==> src/rtl/player_anim_fsm.sv <==
// Per-player motion and attack animation controller feeding the sprite renderer.
// Every state, counter and position update waits for frame_tick, so the sprite
// never changes in the middle of a frame.
module player_anim_fsm #(
    parameter int X_INIT   = 100,
    parameter int Y_POS    = 300,
    parameter int X_MIN    = 0,
    parameter int X_MAX    = 490,
    parameter int STEP_FWD = 4,
    parameter int STEP_BWD = 2,
    parameter int T_START  = 4,
    parameter int T_END    = 6,
    parameter int T_PULL   = 4,
    parameter bit MIRROR   = 1'b0
) (
    input  logic       clk,
    input  logic       rst,
    input  logic       frame_tick,
    input  logic       round_reset,
    input  logic       btn_left,
    input  logic       btn_right,
    input  logic       btn_attack,
    output logic [3:0] currentstate,
    output logic [9:0] posx,
    output logic [9:0] posy,
    output logic       attack_active,
    output logic       busy
);

    typedef enum logic [3:0] {
        IDLE         = 4'd0,
        FORWARD      = 4'd1,
        BACKWARD     = 4'd2,
        ATTACK_START = 4'd3,
        ATTACK_END   = 4'd4,
        ATTACK_PULL  = 4'd5
    } state_t;

    localparam int T_MAX_AB = (T_START > T_END) ? T_START : T_END;
    localparam int T_MAX    = (T_MAX_AB > T_PULL) ? T_MAX_AB : T_PULL;
    localparam int CNT_W    = (T_MAX > 1) ? $clog2(T_MAX) : 1;

    localparam logic [CNT_W-1:0] START_LAST = CNT_W'(T_START - 1);
    localparam logic [CNT_W-1:0] END_LAST   = CNT_W'(T_END - 1);
    localparam logic [CNT_W-1:0] PULL_LAST  = CNT_W'(T_PULL - 1);
    localparam logic [9:0]       X_INIT_V   = 10'(X_INIT);

    state_t           state, state_next;
    logic [CNT_W-1:0] cnt, cnt_next;
    logic [9:0]       posx_next;
    logic             atk_pending, pending_next;
    logic             btn_attack_q;
    logic             atk_edge;
    logic             fwd_btn;

    // Saturating increase in 11 bits so the sum can never wrap
    function automatic logic [9:0] sat_inc(input logic [9:0] p, input int step);
        logic [10:0] sum;
        sum = {1'b0, p} + 11'(step);
        if (sum > 11'(X_MAX))
            return 10'(X_MAX);
        return sum[9:0];
    endfunction

    // Saturating decrease: clamp to the left limit instead of underflowing
    function automatic logic [9:0] sat_dec(input logic [9:0] p, input int step);
        if ({1'b0, p} < 11'(X_MIN + step))
            return 10'(X_MIN);
        return p - 10'(step);
    endfunction

    assign atk_edge = btn_attack & ~btn_attack_q;
    assign fwd_btn  = MIRROR ? btn_left : btn_right;

    // Next-state, counter, position and attack-request logic
    always_comb begin
        state_next   = state;
        cnt_next     = cnt;
        posx_next    = posx;
        pending_next = atk_pending | atk_edge;
        if (frame_tick) begin
            pending_next = 1'b0;
            case (state)
                IDLE, FORWARD, BACKWARD: begin
                    cnt_next = '0;
                    if (atk_pending || atk_edge) begin
                        state_next = ATTACK_START;
                    end else if (btn_left == btn_right) begin
                        state_next = IDLE;
                    end else if (fwd_btn) begin
                        state_next = FORWARD;
                        posx_next  = MIRROR ? sat_dec(posx, STEP_FWD) : sat_inc(posx, STEP_FWD);
                    end else begin
                        state_next = BACKWARD;
                        posx_next  = MIRROR ? sat_inc(posx, STEP_BWD) : sat_dec(posx, STEP_BWD);
                    end
                end
                ATTACK_START: begin
                    if (cnt == START_LAST) begin
                        state_next = ATTACK_END;
                        cnt_next   = '0;
                    end else begin
                        cnt_next = cnt + 1'b1;
                    end
                end
                ATTACK_END: begin
                    if (cnt == END_LAST) begin
                        state_next = ATTACK_PULL;
                        cnt_next   = '0;
                    end else begin
                        cnt_next = cnt + 1'b1;
                    end
                end
                ATTACK_PULL: begin
                    if (cnt == PULL_LAST) begin
                        state_next = IDLE;
                        cnt_next   = '0;
                    end else begin
                        cnt_next = cnt + 1'b1;
                    end
                end
                default: begin
                    state_next = IDLE;
                    cnt_next   = '0;
                end
            endcase
        end
    end

    // State register with async reset and a synchronous round restart on top
    always_ff @(posedge clk or posedge rst) begin
        if (rst) begin
            state        <= IDLE;
            cnt          <= '0;
            posx         <= X_INIT_V;
            atk_pending  <= 1'b0;
            btn_attack_q <= 1'b0;
        end else if (round_reset) begin
            state        <= IDLE;
            cnt          <= '0;
            posx         <= X_INIT_V;
            atk_pending  <= 1'b0;
            btn_attack_q <= 1'b0;
        end else begin
            state        <= state_next;
            cnt          <= cnt_next;
            posx         <= posx_next;
            atk_pending  <= pending_next;
            btn_attack_q <= btn_attack;
        end
    end

    assign currentstate  = state;
    assign posy          = 10'(Y_POS);
    assign attack_active = (state == ATTACK_END);
    assign busy          = (state == ATTACK_START) || (state == ATTACK_END) || (state == ATTACK_PULL);

endmodule

==> config.mk <==
export PLATFORM = sky130hd
export DESIGN_NAME = player_anim_fsm
export DESIGN_NICKNAME = d
export VERILOG_FILES = /design/src/rtl/player_anim_fsm.sv
export SDC_FILE = /design/constraint.sdc
export NUM_CORES = 1
export LEC_CHECK = 0
export ABC_AREA = 1
export BUFFER_PORTS_ARGS = -buffer_cell sky130_fd_sc_hd__buf_2
export CORE_MARGIN = 2
export CORE_UTILIZATION = 55
export CTS_CLUSTER_DIAMETER = 150
export DETAILED_ROUTE_END_ITERATION = 8
export GPL_TIMING_DRIVEN = 0
export PLACE_DENSITY = 0.9
export SKIP_CTS_REPAIR_TIMING = 1
export SYNTH_ARGS = -nofsm -noshare
export SYNTH_HDL_FRONTEND = slang
export SYNTH_SLANG_ARGS = --single-unit
==> constraint.sdc <==
create_clock -name clk -period 2.3 [get_ports clk]
set_clock_uncertainty 0.15 [all_clocks]
set_input_delay 0 -clock clk [delete_from_list [all_inputs] [get_ports clk]]
set_output_delay 0 -clock clk [all_outputs]
set_load 0.01 [all_outputs]
* Yosys cells after proc, flatten, opt, wreduce, memory -nomap -nowiden
Cells that the tools add are included.
Word-level totals: register bits after elaboration 19, input bits 7, output and inout port bits 26
Operators by class: add/sub/neg operators 3, $lt $le $gt $ge 2, eq/ne operators 13, multiplexer cells 39, bitwise logic cells 3, reduce and logical (&&, ||, !) cells 10
Operators with widths (count):
- 10-bit 2-to-1 mux | 10
- 4-bit 2-to-1 mux | 5
- 4-bit case mux with 4 select lines | 1
- 1-bit 2-to-1 mux | 15
- 3-bit 2-to-1 mux | 4
- 10-bit by 3-bit adder with 11-bit output (second input constant) | 1
- 11-bit by 9-bit greater-than comparator with 1-bit output (second input constant) | 1
- 10-bit by 2-bit < comparator with 1-bit output (second input constant) | 1
- 10-bit by 2-bit subtractor with 10-bit output (second input constant) | 1
- 4-bit by 2-bit equality test with 1-bit output (second input constant) | 2
- 4-bit by 3-bit equality test with 1-bit output (second input constant) | 2
- 4-bit AND reduction | 2
- 2-bit 2-to-1 mux | 3
- 3-bit inequality test (second input constant) | 2
- 3-bit case mux with 2 select lines | 1
- 4-bit by 1-bit equality test with 1-bit output (second input constant) | 1
- 4-bit logical NOT | 1
- 2-bit inequality test (second input constant) | 2
- 2-bit nonzero test | 2
- 3-bit by 1-bit adder with 3-bit output (second input constant) | 1
- 3-bit by 2-bit equality test with 1-bit output (second input constant) | 1
- 3-bit equality test (second input constant) | 1
- 1-bit logical OR | 3
- 3-bit by 2-bit inequality test with 1-bit output (second input constant) | 1
- other kinds (6) | 6

* Longest topological paths before layout
Gate-level depths: netlist of the first run.
word-level depth 15, depth in mapped cells 13, gate-level depth less buffers 13

* Worst setup path before layout of the first run
No wires, ideal clock.
path kind register to register, start point register posx[2], end point register posx[7], setup time 0.116 ns, arrival time 1.683 ns, required time 2.034 ns, path slack 0.351 ns, stages on the path, launching flop included 12, path buffers 0, period minus slack after synthesis 1.949 ns, path through dfstp_2 ha_1 nand2_1 inv_1 nor2_1 or2_0 nor2_1 nand3_2 nand2_4 nand3_1 nand2_1 nand2_1
On the way: cells in the longest elaborated chain, start to end 15, elaborated cells between the ends (all ways) 24, those cells by class 2 x add/sub; 2 x order compare; 20 x mux
RTL lines:
- start, declared | line 24 | output logic [9:0] posx,
- start signal, assigned | line 147 | posx <= posx_next;
- 10-bit by 3-bit adder with 11-bit output | line 59 | sum = {1'b0, p} + 11'(step);
- 11-bit by 9-bit greater-than comparator with 1-bit output | line 60 | if (sum > 11'(X_MAX))
- 1-bit 2-to-1 mux | line 60
- 1-bit 2-to-1 mux | line 90 | end else if (fwd_btn) begin
- 1-bit 2-to-1 mux | line 88 | end else if (btn_left == btn_right) begin
- 1-bit 2-to-1 mux | line 86 | if (atk_pending || atk_edge) begin
- 1-bit 2-to-1 mux | line 83 | case (state)
- 1-bit 2-to-1 mux | line 81 | if (frame_tick) begin
- 10-bit 2-to-1 mux | line 62 | return sum[9:0];
- 10-bit 2-to-1 mux (*) | line 90
- 10-bit 2-to-1 mux (*) | line 88
- 10-bit 2-to-1 mux (*) | line 86
- 10-bit 2-to-1 mux (*) | line 83
- 10-bit 2-to-1 mux (*) | line 81
- 10-bit 2-to-1 mux (*) | line 138 | end else if (round_reset) begin
Mark *: on every way between the ends. The rest lies on a longest branch, timed or not. The select of a mux whose other input is x is not followed. A chain may end at the register's enable or synchronous reset.

* Worst setup path after layout of the first run
start point register posx[2], end point register posx[4]
Same word-level chain as after synthesis.

==> flow_summary.toml, run 1 <==
[floorplanning]
num_io_pins = 33
die-area_um2 = 3300
die_h_um = 57.4
die_w_um = 57.4
std_cell_rows = 19
core-area_um2 = 2730
initial_utilization_pct = 57.4

[grt]
grt-ovfl-total = 0
grt_start_max_net_pins = 18
grt_util_all_layers_pct = 21.1
grt_pass1_vias = 1315
grt_pass1_wl_um = 5490
antenna_found_initial = 0

[layout]
area_growth_syn_to_layout_pct = 15.6
antenna_cells = 0
nets = 288
stdcell_count = 299
drive_gt1_share_pct = 22.4

[route]
drt_wl_total_um = 3150
drtPass1Iterations = 4
drtIter0Drc = 66
ant_nets = 0
vias = 1488
vias_per_cell = 4.98
drc = 0
wl_per_cell_um = 10.5

[clocking]
cts-htree-levels = 1
worstSkewPairLatency_ns = 0.29
cts_buffer_depth = 2
clock_sinks = 17
cts_tree = "yes"
clk_pin_slew_ns = 0.09
cts_buffers = 3
cts_root_buffer = "clkbuf_4"

[placement]
dp.final_hpwl_um = 2530
port_buffers = 20
gp_congestion = 0.918
placedCellCount = 291

[timing]
fin_setup_tns_ns = 0
rsz0062_at_grt = "no"
finalCriticalPeriod_ns = 2.13
holdWs_ns = -0.0296
setup_viol = 0
fin_crit_sh_pct = 92.5
hold_viol_final = 1
worstMarginPinSlew_ns = 0.624
fmax_mhz = 470
maxSlewHeadroom_pct = 58.4
slew_violations = 0

[worst_setup_path]
cp-end-kind = "flop"
worst-setup-path-type = "reg -> reg"
critPathMaxFanout = 8
worstPathRequired_ns = 2.34
startpoint_type = "flop"
arrival_ns = 2.17

[yosys]
synth_edf_count = 0
async_reset_ff_share_pct = 100
syn_inst = 230
ys_warn_count = 0
yosysUniqueCellTypes = 32
ys_ff_latch = 17
ys_seq_area_share_pct = 27.3
synth_area_um2 = 1570
synth.avg_cell_area_um2 = 6.83
yosys_most_used_dff = "dfrtp_1"

[pwr]
power_density_nw_per_um2 = 358
p_leak_nw = 0.975
vdd_drop_max_mv = 0.341

[min_path]
hp-class = "in -> reg"

[outcome]
outcome = "finished, violations left"
violations = "hold timing"

[flow_run]
max_cap_viol_count = 0
[final timing paths]
kind / start / to / slack [ns] / cells past startpoint
max: posx[2] / posx[4] / 0.17 / 10
min: btn_attack / atk_pending / -0.03 / 5
max reg2reg: posx[2] / posx[4] / 0.17 / 10
min reg2reg: posx[8] / posx[8] / 0.38 / 2
max in group asynchronous: rst / atk_pending / 1.43 / 3
min in group asynchronous: rst / currentstate[0] / 0.16 / 3
[metal layers]
metal | track usage, % | vias up | wire length (um)
li1 | - | 773 | -
met1 | 26.7 | 666 | 1400
met2 | 36.0 | 41 | 1550
met3 | 4.76 | 8 | 149
met4 | 5.65 | 0 | 52
met5 | 0 | - | 0
[worst max-delay path, stage by stage, from the launching register on]
cell	delay, ns
dfstp_2	0.62
inv_1	0.13
ha_1	0.21
nand2_1	0.08
nand2_1	0.09
nor3_2	0.20
nand3_2	0.19
o21ai_0	0.11
nor2_1	0.06
a21oi_1	0.13
nand2_1	0.06
[final cells by class]
type | instances | area [um^2]
Clock buffer | 4 | 26.3
Fill cell | 245 | 918
Buffer | 16 | 116
Inverter | 39 | 146
Sequential cell | 17 | 429
Multi-Input combinational cell | 168 | 918
Tap cell | 31 | 38.8
Timing Repair Buffer | 24 | 140
[state kept, by name, indices dropped and copies added, names as in the netlist]
signal	count
atk_pending	1
btn_attack_q	1
cnt	3
currentstate	3
posx	9
[report_power, final]
| group | leakage [nW] | internal (mW) | switching [mW] |
|---|---|---|---|
| clock network | 0.0150 | 0.0676 | 0.0885 |
| logic | 0.737 | 0.0651 | 0.101 |
| registers | 0.223 | 0.312 | 0.0157 |
| total | 0.975 | 0.445 | 0.205 |
[cell usage after synthesis, types with 3 or more instances]
cell type	n	share of area [%]
a21oi_1	7	2.2
buf_2	3	0.96
buf_4	12	5.7
dfrtp_1	14	22
dfstp_2	3	5.0
ha_1	12	9.6
inv_1	36	8.6
nand2_1	53	13
nand3_1	17	5.4
nand4_1	5	2.0
nor2_1	17	4.1
nor2_2	5	2.0
o21ai_0	17	5.4
xor2_1	3	1.7
[per-stage QoR]
stage	total power, mW	hold WS [ns]	worst slack, ns	cell area, um^2	utilization [%]
after global placement	0.490	-0.0400	0.170	1750	63.9
final	0.650	-0.0296	0.172	1820	66.4
after CTS	0.649	-0.358	0.145	1770	64.9
after detailed placement	0.494	-0.0376	0.161	1750	63.9
after floorplan	0.451	-0.226	0.351	1610	-
after global routing	0.695	0.00228	0.0271	1820	66.4
[placed cells by master, fill, tap and decap left out, drive strengths merged, types with 2 or more instances in the layout]
cell type    netlist  routed
dlygate4sd3        0       4
o21ai             19      19
nand3             19      19
nand4              5       5
conb               2      12
nand3b             2       2
inv               38      38
ha                12      12
a21oi              9       9
nand2             56      56
xor2               3       3
dfstp              3       3
clkbuf             0       4
buf               16      36
nor2              24      24
dfrtp             14      14
[logic make-up after synthesis]
family	after synthesis	synth area share, %
AND/OR/NAND/NOR	108	32.4
buffers and inverters	55	16.7
XOR/XNOR	4	2.23
AO/OA/AOI/OAI	32	11.3
other	2	0.478
adder cells (fa/ha/maj)	12	9.56
flip-flops	17	27.3
Power figures use the tool's default switching activity.
==> inputs of run 2 (changes only) <==
- CELL_PAD_IN_SITES_DETAIL_PLACEMENT: unset -> 1
- CELL_PAD_IN_SITES_GLOBAL_PLACEMENT: unset -> 1
- CORE_UTILIZATION: 55 -> 38
- PLACE_DENSITY: 0.9 -> 0.89
==> run 2 against run 1 <==
  * The flow now finishes without violations
  * Combinational power is 13% higher
  * Worst setup slack worse by 0.065 ns
  * Clock power is 62% higher
  * Sequential power hardly changed
  * Hold slack better by 0.046 ns
  * Cell area is 5.1% higher
  * Wire length is 43% higher
  * Non-clock buffer count is 3 higher
  * Register-to-register slack worse by 0.07 ns
  * Critical path type unchanged
  * Critical endpoint is now posx[1]
  * Largest power group unchanged
==> flow_summary.toml, run 2 (synthesis results as in run 1) <==
[route]
drc = 0
drt_wl_total_um = 4520
wl_per_cell_um = 14.1
ant_nets = 0
drtIter0Drc = 69
vias_per_cell = 4.90
vias = 1573
drtPass1Iterations = 4

[floorplanning]
die_w_um = 68.3
die-area_um2 = 4660
num_io_pins = 33
initial_utilization_pct = 39.3
core-area_um2 = 4000
die_h_um = 68.3
std_cell_rows = 23

[clocking]
cts-htree-levels = 1
worstSkewPairLatency_ns = 0.27
cts_root_buffer = "clkbuf_8"
cts_buffer_depth = 2
clk_pin_slew_ns = 0.08
clock_sinks = 17
cts_buffers = 3
cts_tree = "yes"

[pwr]
total_power_mw = 0.770
p_leak_nw = 0.994
vdd_drop_max_mv = 0.181
power_density_nw_per_um2 = 404

[timing]
slew_violations = 0
setup_viol = 0
fmax_mhz = 456
fin_crit_sh_pct = 95.3
finalCriticalPeriod_ns = 2.19
worstMarginPinSlew_ns = 0.716
hold_viol_final = 0
maxSlewHeadroom_pct = 52.2

[layout]
final_core_util_pct = 47.7
drive_gt1_share_pct = 24.4
largest_reg_flops = 9
regArea_um2 = 429
final_area_um2 = 1910
final_common_cell = "nand2_1"
nets = 291
multi_input_area_um2 = 942
area_growth_syn_to_layout_pct = 21.5
top_register = "posx"
layout_common_cells = "nand2_1 (53), inv_1 (34), buf_2 (23)"
antenna_cells = 0
fillers = 545
stdcell_count = 321

[worst_setup_path]
crit_path_cell_trace = "inv_2 -> ha_1 -> inv_1 -> nor2_1 -> nor2_1 -> nor2_1 -> nand2_1 -> nand2_1 -> nand2_4 -> nand2_2 -> nand2_1 -> nand2_1 -> nand2_1"
critPathMaxFanout = 8
worstPathRequired_ns = 2.32
crit_path_max_incr_delay_ns = 0.65
worst-setup-path-type = "reg -> reg"
startpoint_type = "flop"
cp-end-kind = "flop"
cpMaxStageDelayCell = "dfstp_2"
crit_top_cell = "nand2_1"
arrival_ns = 2.21

[grt]
grt_pass1_wl_um = 6880
grt_pass1_vias = 1526
grt_util_all_layers_pct = 19.7
antenna_found_initial = 0
grt_start_max_net_pins = 18
grt-ovfl-total = 0

[outcome]
outcome = "finished, final reports clean"

[flow_run]
max_cap_viol_count = 0

[placement]
place_area_um2 = 1770
gp_congestion = 0.834
dp.final_hpwl_um = 3320
placedCellCount = 310
port_buffers = 20

[min_path]
hp-class = "in -> reg"
==> run 2: cell count changes in the layout (fill, tap and decap cells not counted) <==
cell,delta
clkinvlp_4,+1
ha_2,-1
inv_2,+2
ha_4,+1
inv_1,-2
clkbuf_8,+3
clkbuf_1,-1
nand3_4,+1
buf_4,+3
nor3_4,+1
nor3_2,-1
nand3_2,-1
clkbuf_4,-3
==> run 2: report_power, final <==
part	total (mW)	internal, mW	switching, mW	leakage, nW
logic	0.188	0.0711	0.117	0.749
clock network	0.253	0.123	0.130	0.0217
registers	0.329	0.312	0.0174	0.223
==> run 2: final timing paths <==
kind                       startpoint            to  slack, ns  cells past startpoint
hold reg to reg                cnt[0]        cnt[0]       0.39                      1
min in group asynchronous         rst        cnt[2]       0.23                      3
hold / removal             btn_attack   atk_pending       0.02                      5
max in group asynchronous         rst  btn_attack_q       1.31                      3
setup / recovery              posx[2]       posx[1]       0.11                     13
setup reg to reg              posx[2]       posx[1]       0.11                     13
==> run 2: through the flow <==
step	setup slack (ns)	TNS, ns	hold WS [ns]
finish	0.107	0	0.0161
global route	-0.0356	-0.0558	0.0469
CTS	0.0505	0	-0.275
detailed placement	0.0502	0	0.0106
global placement	0.113	0	0.00516
floorplan	0.351	0	-0.226
==> run 2: worst max-delay path, delay by kind of cell (launching register included) <==
family	cells	cell delay, ns
buf+inv	2	0.16
simple gates	10	0.85
fa+ha+maj	1	0.30
flops	1	0.65
==> run 2: area by class of cell <==
| type | instances | share of cell area (%) |
|---|---|---|
| clock buffers | 3 | 2.16 |
| well taps | 50 | 3.28 |
| clock inverters | 1 | 0.393 |
| plain buffers | 16 | 6.10 |
| flip-flops and latches | 17 | 22.5 |
| multi-input cells | 168 | 49.4 |
| inverters | 39 | 7.67 |
| repair buffers | 27 | 8.52 |
==> run 2: routing by layer <==
layer | track usage [%] | share of wire [%]
met1 | 25.0 | 45
met2 | 34.3 | 49
met3 | 1.81 | 3.3
met4 | 7.75 | 2.4
met5 | 0 | 0
==> inputs of run 3 (changes only) <==
- BUFFER_PORTS_ARGS: -buffer_cell sky130_fd_sc_hd__buf_2 -> -buffer_cell sky130_fd_sc_hd__buf_4
- clock period: 2.3 -> 2.5 ns (I/O delays scaled with it)
==> run 3 against run 2 <==
  * Wire length down 5.6%
  * Power down 8.8%
  * Worst setup slack better by 0.12 ns
  * Sequential cell count unchanged
  * Critical path depth down 3
  * Hold slack worse by 0.0033 ns
  * Largest power group unchanged
  * Maximum frequency down 3.5%
  * Sequential power down 8.2%
==> flow_summary.toml, run 3 (synthesis results as in run 1) <==
[timing]
finalCriticalPeriod_ns = 2.27
fmax_mhz = 440
worstMarginPinSlew_ns = 0.707
rsz0062_at_grt = "no"
fin_setup_tns_ns = 0
fin_crit_sh_pct = 90.9
setup_ws_ns = 0.227
hold_viol_final = 0
maxSlewHeadroom_pct = 52.8
slew_violations = 0
setup_viol = 0
holdWs_ns = 0.0128

[layout]
stdcell_count = 318
largest_reg_flops = 9
nets = 288
layout_common_cells = "nand2_1 (53), inv_1 (36), buf_4 (32)"
fillers = 532
antenna_cells = 0
area_growth_syn_to_layout_pct = 21.6
top_register = "posx"
drive_gt1_share_pct = 22.4
final_common_cell = "nand2_1"
regArea_um2 = 429
multi_input_area_um2 = 916

[route]
vias_per_cell = 5.00
vias = 1590
met1_length_um = 1940
drt_wl_total_um = 4270
wl_per_cell_um = 13.4
drc = 0
drtPass1Iterations = 4
ant_nets = 0
met2_length_um = 2110
drtIter0Drc = 77
dr_wl_met3_um = 179
topRoutingLayerUsed = "met4"

[pwr]
switching_power_mw = 0.235
total_power_mw = 0.702
power.internal_mw = 0.468
clkPwrFrac_pct = 32.9
p_comb_share_pct = 24.1
seqPwrFrac_pct = 43.1
p_leak_nw = 0.994
power_density_nw_per_um2 = 368
swShare_pct = 33.4
vdd_drop_max_mv = 0.200

[clocking]
clk_pin_slew_ns = 0.08
cts_tree = "yes"
cts_buffer_depth = 2
worstSkewPairLatency_ns = 0.26
cts_buffers = 3
cts-htree-levels = 1
cts_root_buffer = "clkbuf_8"
clock_sinks = 17

[floorplanning]
die-area_um2 = 4660
std_cell_rows = 23
die_h_um = 68.3
initial_utilization_pct = 39.3
die_w_um = 68.3
num_io_pins = 33
core-area_um2 = 4000

[worst_setup_path]
arrival_ns = 2.29
startpoint_type = "flop"
crit_top_cell = "nand2_1"
crit_path_max_incr_delay_ns = 0.63
crit_path_cell_trace = "inv_1 -> ha_1 -> nand2_1 -> nand2_1 -> nor3_2 -> nand3_2 -> nand2_1 -> o21ai_0 -> nand2_1 -> nand2_1"
worst-setup-path-type = "reg -> reg"
worstPathRequired_ns = 2.51
critPathMaxFanout = 8
cp-end-kind = "flop"
cpMaxStageDelayCell = "dfstp_2"

[flow_run]
max_cap_viol_count = 0

[placement]
port_buffers = 20
placedCellCount = 310
gp_congestion = 0.822
dp.final_hpwl_um = 3180
pre_cts_ws_ns = 0.284

[grt]
grt_pass1_vias = 1535
grt-ovfl-total = 0
grt_pass1_wl_um = 7170
grt_util_all_layers_pct = 20.2
antenna_found_initial = 0
grt_start_max_net_pins = 18

[outcome]
outcome = "finished, final reports clean"

[min_path]
hp-class = "in -> reg"
## run 3: cell count changes in the layout (fill, tap and decap cells not counted), sizes merged
cell	delta
buf	-3
## run 3: layer usage
metal / up-vias / global-route usage [%]
met5: - / 0
met3: 5 / 1.97
met2: 42 / 35.4
met4: 0 / 3.75
li1: 783 / -
met1: 760 / 27.0
## run 3: worst paths after layout
check | from | to | slack, ns | cells after the start
worst min register to register | atk_pending | atk_pending | 0.38 | 2
max in group asynchronous | rst | cnt[1] | 1.49 | 3
min in group asynchronous | rst | posx[9] | 0.26 | 3
worst min-delay path | btn_attack | atk_pending | 0.01 | 5
worst max-delay path | posx[2] | posx[3] | 0.23 | 10
worst max register to register | posx[2] | posx[3] | 0.23 | 10
## run 3: layout make-up
| class | count | area share [%] |
|---|---|---|
| multi-input combinational | 168 | 48.0 |
| sequential | 17 | 22.5 |
| timing repair buffer | 24 | 9.96 |
| inverter | 39 | 7.67 |
| buffer | 16 | 6.09 |
| tap | 50 | 3.28 |
| clock buffer | 3 | 2.16 |
| clock inverter | 1 | 0.393 |
## run 3: power groups by stage
stage | combinational (mW) | clock, mW | sequential, mW
after floorplan | 0.107 | 0 | 0.308
after global placement | 0.158 | 0 | 0.307
after detailed placement | 0.162 | 0 | 0.308
after CTS | 0.164 | 0.236 | 0.303
after global routing | 0.194 | 0.243 | 0.305
final | 0.169 | 0.231 | 0.302
## run 3: worst max-delay path, delay by kind of cell (launching register included)
kind,cells,cell delay [ns]
AO/OA/AOI/OAI,1,0.12
buffers and inverters,1,0.15
AND/OR/NAND/NOR,7,0.89
flip-flops,1,0.63
adder cells (fa/ha/maj),1,0.22
## run 3: stage by stage
stage,area (um^2),utilization (%)
global route,1910,47.7
finish,1910,47.7
global placement,1820,45.5
floorplan,1610,-
detailed placement,1820,45.5
CTS,1870,46.7
